`src/rtl/bool_lut_sweeper_if.sv`:
```
// Signal bundle for bool_lut_sweeper: evaluation, serial LUT load, sweep control
// and the (index, value) minterm stream.
interface bool_lut_sweeper_if #(
  parameter int unsigned N = 3
) ();
  logic [N-1:0] in_x;
  logic         s;
  logic         cfg_en;
  logic         cfg_bit;
  logic         start;
  logic         busy;
  logic         done;
  logic         m_valid;
  logic         m_ready;
  logic [N-1:0] m_index;
  logic         m_value;
  logic [N:0]   ones_count;

  modport master (
    output in_x, cfg_en, cfg_bit, start, m_ready,
    input  s, busy, done, m_valid, m_index, m_value, ones_count
  );

  modport slave (
    input  in_x, cfg_en, cfg_bit, start, m_ready,
    output s, busy, done, m_valid, m_index, m_value, ones_count
  );
endinterface

```
`src/rtl/bool_lut_sweeper.sv`:
```
// Programmable N-input Boolean function held in a serially loaded 2^N-bit LUT, with a
// registered evaluation output and a handshaked sweep over every minterm.
module bool_lut_sweeper #(
  parameter int unsigned         N         = 3,
  parameter logic [(1<<N)-1:0]   RESET_LUT = 8'h5A
) (
  input logic              clk,
  input logic              reset,
  bool_lut_sweeper_if.slave bus
);

  localparam int unsigned LutW = 1 << N;

  localparam logic [1:0] StIdle  = 2'd0;
  localparam logic [1:0] StSweep = 2'd1;
  localparam logic [1:0] StDone  = 2'd2;

  logic [1:0]      r_state, w_state_d;
  logic [LutW-1:0] r_lut, w_lut_d;
  logic            r_s;
  logic [N-1:0]    r_index, w_index_d;
  logic [N:0]      r_ones, w_ones_d;

  logic w_sweep;
  logic w_xfer;
  logic w_last;
  logic w_m_value;

  assign w_sweep   = (r_state == StSweep);
  assign w_xfer    = w_sweep & bus.m_ready;
  assign w_last    = (r_index == {N{1'b1}});
  // Gated so the stream value reads 0 outside a sweep.
  assign w_m_value = w_sweep & r_lut[r_index];

  always_comb begin
    w_state_d = r_state;
    w_lut_d   = r_lut;
    w_index_d = r_index;
    w_ones_d  = r_ones;
    case (r_state)
      StIdle: begin
        // start has priority; a simultaneous cfg bit is dropped.
        if (bus.start) begin
          w_state_d = StSweep;
          w_index_d = '0;
          w_ones_d  = '0;
        end else if (bus.cfg_en) begin
          w_lut_d = {r_lut[LutW-2:0], bus.cfg_bit};
        end
      end
      StSweep: begin
        if (w_xfer) begin
          w_ones_d = r_ones + (N+1)'(w_m_value);
          if (w_last) begin
            w_state_d = StDone;
          end else begin
            w_index_d = r_index + N'(1);
          end
        end
      end
      StDone:  w_state_d = StIdle;
      default: w_state_d = StIdle;
    endcase
  end

  always_ff @(posedge clk or posedge reset) begin
    if (reset) begin
      r_state <= StIdle;
      r_lut   <= RESET_LUT;
      r_s     <= 1'b0;
      r_index <= '0;
      r_ones  <= '0;
    end else begin
      r_state <= w_state_d;
      r_lut   <= w_lut_d;
      r_s     <= r_lut[bus.in_x];
      r_index <= w_index_d;
      r_ones  <= w_ones_d;
    end
  end

  assign bus.s          = r_s;
  assign bus.busy       = w_sweep;
  assign bus.done       = (r_state == StDone);
  assign bus.m_valid    = w_sweep;
  assign bus.m_index    = r_index;
  assign bus.m_value    = w_m_value;
  assign bus.ones_count = r_ones;

endmodule

```
`src/flat_wrapper.sv`:
```
// flat-port wrapper written by rule: the top's interface ports become plain ports
module bool_lut_sweeper_flat 
#(
  parameter int unsigned         N         = 3,
  parameter logic [(1<<N)-1:0]   RESET_LUT = 8'h5A
)
  (clk, reset, bus_in_x, bus_cfg_en, bus_cfg_bit, bus_start, bus_m_ready, bus_s, bus_busy, bus_done, bus_m_valid, bus_m_index, bus_m_value, bus_ones_count);
  bool_lut_sweeper_if #(.N(N)) bus_i ();
  input logic clk;
  input logic reset;
  input wire logic [$bits(bus_i.in_x)-1:0] bus_in_x;
  input wire logic [$bits(bus_i.cfg_en)-1:0] bus_cfg_en;
  input wire logic [$bits(bus_i.cfg_bit)-1:0] bus_cfg_bit;
  input wire logic [$bits(bus_i.start)-1:0] bus_start;
  input wire logic [$bits(bus_i.m_ready)-1:0] bus_m_ready;
  output wire logic [$bits(bus_i.s)-1:0] bus_s;
  output wire logic [$bits(bus_i.busy)-1:0] bus_busy;
  output wire logic [$bits(bus_i.done)-1:0] bus_done;
  output wire logic [$bits(bus_i.m_valid)-1:0] bus_m_valid;
  output wire logic [$bits(bus_i.m_index)-1:0] bus_m_index;
  output wire logic [$bits(bus_i.m_value)-1:0] bus_m_value;
  output wire logic [$bits(bus_i.ones_count)-1:0] bus_ones_count;
  assign bus_i.in_x = bus_in_x;
  assign bus_i.cfg_en = bus_cfg_en;
  assign bus_i.cfg_bit = bus_cfg_bit;
  assign bus_i.start = bus_start;
  assign bus_i.m_ready = bus_m_ready;
  assign bus_s = bus_i.s;
  assign bus_busy = bus_i.busy;
  assign bus_done = bus_i.done;
  assign bus_m_valid = bus_i.m_valid;
  assign bus_m_index = bus_i.m_index;
  assign bus_m_value = bus_i.m_value;
  assign bus_ones_count = bus_i.ones_count;
  bool_lut_sweeper #(.N(N), .RESET_LUT(RESET_LUT)) u_core (.clk(clk), .reset(reset), .bus(bus_i));
endmodule
```
`config.mk`:
```
export PLATFORM = sky130hd
export DESIGN_NAME = bool_lut_sweeper_flat
export DESIGN_NICKNAME = d
export VERILOG_FILES = /design/src/rtl/bool_lut_sweeper_if.sv /design/src/rtl/bool_lut_sweeper.sv /design/src/flat_wrapper.sv
export SDC_FILE = /design/constraint.sdc
export NUM_CORES = 1
export LEC_CHECK = 0
export CAP_MARGIN = 0
export CORE_MARGIN = 2
export CORE_UTILIZATION = 55
export CTS_BUF_LIST = sky130_fd_sc_hd__clkbuf_8
export DETAILED_ROUTE_END_ITERATION = 16
export GPL_ROUTABILITY_DRIVEN = 0
export HOLD_SLACK_MARGIN = 0.15
export PLACE_DENSITY = 0.86
export SLEW_MARGIN = 25
export SYNTH_ARGS = -nofsm -noshare
export SYNTH_HDL_FRONTEND = slang
export SYNTH_SLANG_ARGS = --single-unit
export TNS_END_PERCENT = 100
```
`constraint.sdc`:
```
create_clock -name clk -period 4.3 [get_ports clk]
set_input_delay 1.075 -clock clk [delete_from_list [all_inputs] [get_ports clk]]
set_output_delay 1.075 -clock clk [all_outputs]
set_load 0.01 [all_outputs]
```
# [Word level (Yosys, flattened, before mapping)]
# Index checks and enable logic that the tools add are counted.
[totals] output_inout_bits=12 elab_cells=40 ff_bits=18 input_bits=9
[op_classes] muxes=15 add_sub_neg=2 eq_ne=7 bitwise_logic=3 n_reduce_logical=6 order_cmp=2
[op_table] operator="two-way mux 3 bit" count=3
[op_table] operator="AND reduction 3 bit" count=3
[op_table] operator="less-than comparator 3 x 4 -> 1 bit, second input constant" count=2
[op_table] operator="two-way mux 4 bit" count=2
[op_table] operator="!= test 2 bit, second input constant" count=4
[op_table] operator="one-hot mux 4 bit (2 select lines)" count=1
[op_table] operator="binary-select mux 1 bit (select 3 bit)" count=2
[op_table] operator="two-way mux 2 bit" count=3
[op_table] operator="one-hot mux 3 bit (2 select lines)" count=1
[op_table] operator="adder 4 x 1 -> 4 bit" count=1
[op_table] operator="one-hot mux 2 bit (2 select lines)" count=1
[op_table] operator="AND reduction 4 bit" count=1
[op_table] operator="adder 3 x 1 -> 3 bit, second input constant" count=1
[op_table] operator="== test 3 bit, second input constant" count=1
[op_table] operator="AND 1 bit" count=2
[op_table] operator="== test 2 x 1 -> 1 bit, second input constant" count=1
[op_table] operator="== test 2 bit, second input constant" count=1
[op_table] operator="logical NOT 2 bit" count=1
[op_table] operator="two-way mux 1 bit" count=2
[op_table] operator="nonzero test 2 bit" count=1
[op_table] operator="inverter 1 bit" count=1

# [Depth between registers and ports, before layout]
# Gate-level depths: netlist (run 1).
[logic_depth] ltp_word=6 ltp_mapped=8 mapped_depth_nobuf=8

# [Least setup slack after synthesis (run 1)]
# OpenSTA, ideal clock, no wires.
[synth_path] kind="register to output" from="reg u_core.r_index[0] (netlist: u_core.bus.m_index[0])" to="out bus_m_value" path_stages_with_launch=4 setup_slack_ns=1.809 arrival_time_ns=1.416 required_time_ns=3.225 n_path_buf=0 cell_sequence="dfrtp_1 -> mux4_2 -> nor2b_1 -> nor4b_1"
[synth_between] elab_chain_len=3
[synth_rtl] item="start: declaration" line_no="bool_lut_sweeper.sv:21" text="logic [N-1:0] r_index, w_index_d;"
[synth_rtl] item="start signal: assignment" line_no="bool_lut_sweeper.sv:77" text="r_index <= w_index_d;"
[synth_rtl] item="binary-select mux 1 bit (select 3 bit)" line_no="bool_lut_sweeper.sv:33" text="assign w_m_value = w_sweep & r_lut[r_index];"
[synth_rtl] item="two-way mux 1 bit (implied by the code)" line_no="bool_lut_sweeper.sv:33"
[synth_rtl] item="AND 1 bit" line_no="bool_lut_sweeper.sv:33"
[synth_rtl] item="end: declaration" line_no="flat_wrapper.sv:21" text="output wire logic [$bits(bus_i.m_value)-1:0] bus_m_value;"
# No other way between the ends. The select of a mux whose other input is x is not followed.

# [Worst setup path after layout (run 1)]
# Same ends and word-level chain as after synthesis.

==> results of run 1 <==
## metal layers
layer	wire length (um)	up-vias	GRT usage
met3	56	5	0.0471
met4	45	0	0.103
met1	916	341	0.294
met5	0	-	0
li1	-	319	-
met2	985	18	0.333
## registers in the layout (all words and copies together), names as in the netlist
name,count
u_core.bus.m_index,3
u_core.bus.ones_count,4
u_core.bus.s,1
u_core.r_lut,8
u_core.r_state,2
## cells in the mapped netlist
library cell	instances	share of area
dfrtp_1	14	0.36
mux2_2	13	0.15
a22o_1	11	0.099
dfstp_2	4	0.11
ha_1	4	0.051
mux4_2	3	0.069
nor2b_1	3	0.019
and2b_1	2	0.015
inv_1	2	0.0077
nor2_1	2	0.0077
nor3b_1	2	0.015
a2111oi_0	1	0.0090
a31oi_1	1	0.0064
and3_1	1	0.0064
buf_4	1	0.0077
clkbuf_1	1	0.0038
clkbuf_2	1	0.0051
nand2_1	1	0.0038
nand2b_1	1	0.0064
nand4_1	1	0.0064
nor4b_1	1	0.0090
nor4b_4	1	0.024
o21bai_2	1	0.012
## area by class of cell
type	instances	area [sq um]	share of cell area
well taps	17	21.3	0.0173
clock inverters	1	3.75	0.00306
multi-input cells	49	498	0.406
clock buffers	3	41.3	0.0336
flip-flops and latches	18	455	0.371
repair buffers	20	200	0.163
inverters	2	7.51	0.00612
## power breakdown
part	total [mW]	switching, mW	internal, mW
combinational	0.323	0.123	0.200
sequential	0.296	0.0741	0.222
clock	0.122	0.0580	0.0636
## worst paths after layout
kind                                                              to  slack, ps  cells after the start
worst min-delay path                     u_core.r_lut[7]$_DFFE_PP0P_        540                      1
min in group asynchronous              u_core.r_state[1]$_DFFE_PP0P_       1220                      2
worst max-delay path                                     bus_m_value       1000                      4
worst max register to register  u_core.bus.ones_count[2]$_DFFE_PP0P_       1930                      8
max in group asynchronous                u_core.r_lut[7]$_DFFE_PP0P_       2650                      2
worst min register to register           u_core.r_lut[7]$_DFFE_PP0P_        540                      1
## per-stage QoR
step / instances / util / setup WS [ps] / cell area (sq um) / total power, mW
2_1_floorplan: 72 / - / 1810 / 977 / 0.476
3_3_place_gp: 106 / 0.700 / 1330 / 1180 / 0.598
3_5_place_dp: 106 / 0.700 / 1300 / 1180 / 0.617
4_1_cts: 110 / 0.727 / 988 / 1230 / 0.743
5_1_grt: 110 / 0.727 / 894 / 1230 / 0.785
6_report: 110 / 0.727 / 999 / 1230 / 0.740
## cells by family after synthesis
| group | Yosys count | synth area share |
|---|---|---|
| DFF | 18 | 0.466 |
| muxes | 16 | 0.219 |
| and+or+nand+nor | 15 | 0.114 |
| AOI/OAI and AO/OA | 14 | 0.125 |
| buffers and inverters | 5 | 0.0243 |
| adders and majority gates | 4 | 0.0512 |
==> flow_summary.ini, run 1 <==
[floorplan]
placeableCoreArea_sq_mm = 0.00169
floorplan.die.height_um = 46.2
overall_die_width_um = 46.2
fp-row-count = 15
ioPinCount = 21
die_ar_sq_mm = 0.00213
initial_utilization = 0.579

[setup_path]
crit_chain = mux4_2, nor2b_1, nor4b_1, clkdlybuf4s50_1
crit_path_start_kind = flop
critical-path-max-stage-delay_ps = 640
crit_path_top_delay_cell = clkdlybuf4s50_1
worstPathArrival_ps = 2230
path_delay_family = buffers and inverters
required_ps = 3220
cp_endpoint_kind = primary output
maximum_fanout_along_the_worst_path = 7
critPathLaunch = u_core.bus.m_index[0]$_DFFE_PP0P_
timing.rr.start = u_core.bus.m_index[0]$_DFFE_PP0P_
worstSetupPathType = flop to primary output
path_buf_inv = 1

[timing]
final_worst_hold_slack_ps = 544
worst_pin_slew_ps = 671
unrepaired_setup_endpoints_after_global_routing = false
timing.setup.tns_ps = 0
timing.final.max_slew_violations = 0
finalSetupViolCount = 0
min_period_ps = 3300
timing.final.crit_share = 0.768
fin_skew_ps = 2.89
final_hold_viol_count = 0
max_slew_margin = 0.552
fmax_mhz = 303

[final_layout]
drive_above_1_share = 0.269
layout-area-overhead-vs-synth_pct = 25.6
layout_common_cells = 20 x clkdlybuf4s50_1, 14 x dfrtp_1, 13 x mux2_2
n_antenna_cell = 0
final_common_cell = clkdlybuf4s50_1
filler_cell_count = 108
layout.nets = 107

[worst_hold_path]
timing.hold.worst.start = u_core.r_lut[7]$_DFFE_PP0P_
holdCritPathClass = flop to flop

[global_routing]
grt_pass1_vias = 688
grt_overflow_total = 0
antenna_found_initial = 0
maximum_number_of_pins_on_one_net_before_global_route_repair = 19
global_route_wire_length_before_repair_mm = 3.22
total_routing_resource_utilization_after_global_routing = 0.218

[clock_tree]
clk-insertion-delay-late_ps = 260
holdBufCountCts = 0
clkSinkCount = 18
root_buffer = clkbuf_8
ctsHtreeMaxLevel = 1
post-cts-setup-buffers = 0
clkSlewWorstSetupHoldPaths_ps = 70
post_cts_resized = 0
clockBufferDepth = 2
cts_buffers = 3
cts_tree = done

[logic_synthesis]
netlist_area_sq_um = 977
synthDistinctLibCells = 23
post_synth.cell_area_avg_sq_um = 13.6
synth_fp_nets = 85
postSynthCellCount = 72
synth.ff_latch_count = 18
ys_warn_count = 0
ys_seq_area_frac = 0.466

[power]
powerDensity_mw_per_mm2 = 603
power.static_leakage_nw = 0.547
peakVddDrop_mv = 0.351

[flow_run]
cap_violations = 0

[detailed_routing]
dr.first_iter.drc_count = 12
antenna_left = 0
wl_mm = 2.00
routed_wire_length_per_instance_um = 18.2
drc = 0
vias = 683
routed_via_density = 6.21
first_pass_iters = 4

[place]
io_buffer_count = 20

[status]
run_status = completed
Note: power is estimated with default switching activity, not from simulation.
==> inputs of run 2 (changes only) <==
--- a/config.mk
+++ b/config.mk
@@ -7,12 +7,12 @@
 export LEC_CHECK = 0
 export CAP_MARGIN = 0
 export CORE_MARGIN = 2
-export CORE_UTILIZATION = 55
+export CORE_UTILIZATION = 46
 export CTS_BUF_LIST = sky130_fd_sc_hd__clkbuf_8
 export DETAILED_ROUTE_END_ITERATION = 16
 export GPL_ROUTABILITY_DRIVEN = 0
 export HOLD_SLACK_MARGIN = 0.15
-export PLACE_DENSITY = 0.86
+export PLACE_DENSITY = 0.76
 export SLEW_MARGIN = 25
 export SYNTH_ARGS = -nofsm -noshare
 export SYNTH_HDL_FRONTEND = slang
==> constraint.sdc (replaced) <==
create_clock -name clk -period 2.68 [get_ports clk]
set_input_delay 0.67 -clock clk [delete_from_list [all_inputs] [get_ports clk]]
set_output_delay 0.67 -clock clk [all_outputs]
set_load 0.01 [all_outputs]
==> flow_summary.ini, run 2 (synthesis results as in run 1) <==
[status]
run_status = completed

[clock_tree]
cts_buffers = 3
root_buffer = clkbuf_8
ctsHtreeMaxLevel = 1
holdBufCountCts = 0
clkSinkCount = 18
clockBufferDepth = 2
clkSlewWorstSetupHoldPaths_ps = 70
clk-insertion-delay-late_ps = 260
cts_tree = done

[power]
peakVddDrop_mv = 0.605
total_power_mw = 1.24
power.static_leakage_nw = 0.569
powerDensity_mw_per_mm2 = 967

[flow_run]
cap_violations = 0

[final_layout]
layout.nets = 110
n_antenna_cell = 0
multi_input_gate_area_in_the_final_layout_sq_um = 504
final_common_cell = clkdlybuf4s50_1
largest_register = u_core.r_lut
layout_common_cells = 19 x clkdlybuf4s50_1, 14 x dfrtp_1, 13 x mux2_2
largest_reg_flops = 8
filler_cell_count = 154
drive_above_1_share = 0.313
layout-area-overhead-vs-synth_pct = 30.7
register_area_sq_um = 455

[timing]
timing.setup.tns_ps = 0
fmax_mhz = 395
fin_skew_ps = 2.19
worst_pin_slew_ps = 668
timing.final.crit_share = 0.945
unrepaired_setup_endpoints_after_global_routing = false
max_slew_margin = 0.554
min_period_ps = 2530
final_hold_viol_count = 0
timing.final.max_slew_violations = 0
finalSetupViolCount = 0

[setup_path]
required_ps = 2010
cp_endpoint_kind = primary output
worstPathArrival_ps = 1860
worstSetupPathType = flop to primary output
rrSetupSlack_ps = 290
crit_path_start_kind = flop
timing.rr.start = u_core.bus.m_index[1]$_DFFE_PP0P_
reg2reg_to = u_core.bus.ones_count[2]$_DFFE_PP0P_
rr_worst_depth = 8
maximum_fanout_along_the_worst_path = 8

[global_routing]
total_routing_resource_utilization_after_global_routing = 0.180
grt_pass1_vias = 692
global_route_wire_length_before_repair_mm = 3.34
grt_overflow_total = 0
maximum_number_of_pins_on_one_net_before_global_route_repair = 19
antenna_found_initial = 0

[floorplan]
initial_utilization = 0.493
placeableCoreArea_sq_mm = 0.00198
ioPinCount = 21
overall_die_width_um = 50.1
die_ar_sq_mm = 0.00251
fp-row-count = 16
floorplan.die.height_um = 50.1

[worst_hold_path]
timing.hold.worst.start = u_core.r_lut[7]$_DFFE_PP0P_
hold_path_depth = 1
holdCritPathClass = flop to flop
min_delay_worst_endpoint = u_core.r_lut[7]$_DFFE_PP0P_

[detailed_routing]
wl_mm = 1.96
routed_via_density = 5.56
drc = 0
vias = 684
dr.first_iter.drc_count = 7
first_pass_iters = 4
antenna_left = 0
routed_wire_length_per_instance_um = 16.0

[place]
io_buffer_count = 20
dp_hpwl_mm = 1.38
==> run 2: worst max-delay path by stage <==
stage                                 startpoint                              endpoint  slack [ps]  cells past startpoint
2_1_floorplan  u_core.bus.m_index[0]$_DFFE_PP0P_  u_core.bus.ones_count[2]$_DFFE_PP0P_         260                      8
3_3_place_gp         u_core.r_lut[4]$_DFFE_PP1P_                           bus_m_value         160                      4
3_5_place_dp         u_core.r_lut[4]$_DFFE_PP1P_                           bus_m_value         110                      4
4_1_cts        u_core.bus.m_index[1]$_DFFE_PP0P_                           bus_m_value         220                      4
5_1_grt        u_core.bus.m_index[1]$_DFFE_PP0P_                           bus_m_value          60                      4
6_report       u_core.bus.m_index[1]$_DFFE_PP0P_                           bus_m_value         150                      4
==> run 2: timing repair <==
action / in CTS / in global routing
setup buffers: 0 / 0
resized for setup: 2 / 0
endpoints found under the setup margin: 1 / 0
==> run 2: critical path, stage by stage, from the launching register on <==
cell and delay, ps:
dfrtp_1 500, mux2_2 380, nor3b_1 290, nor4b_2 130, dlygate4sd2_1 310
==> run 2: routing by layer <==
layer / GRT usage / share of wire
met1: 0.269 / 0.49
met2: 0.252 / 0.45
met3: 0.0273 / 0.034
met4: 0.0833 / 0.021
met5: 0 / 0
==> run 2: power breakdown <==
group | internal [mW] | switching (mW)
Clock | 0.131 | 0.0916
Sequential | 0.356 | 0.0844
Combinational | 0.335 | 0.238
Total | 0.822 | 0.414
==> run 2: cell type report <==
class / count / area share
timing repair buffer: 23 / 0.173
multi-input combinational: 49 / 0.395
inverter: 2 / 0.00588
sequential: 18 / 0.357
clock buffer: 4 / 0.0431
tap: 27 / 0.0264
==> run 2: per-stage QoR <==
step | instances | cell area (sq um) | utilization | hold WS, ps | worst slack (ps)
4_1_cts | 123 | 1280 | 0.645 | 536 | 215
5_1_grt | 123 | 1280 | 0.645 | 566 | 64.9
3_3_place_gp | 119 | 1220 | 0.614 | 521 | 156
3_5_place_dp | 119 | 1220 | 0.614 | 520 | 114
6_report | 123 | 1280 | 0.645 | 538 | 149
2_1_floorplan | 72 | 977 | - | 493 | 258
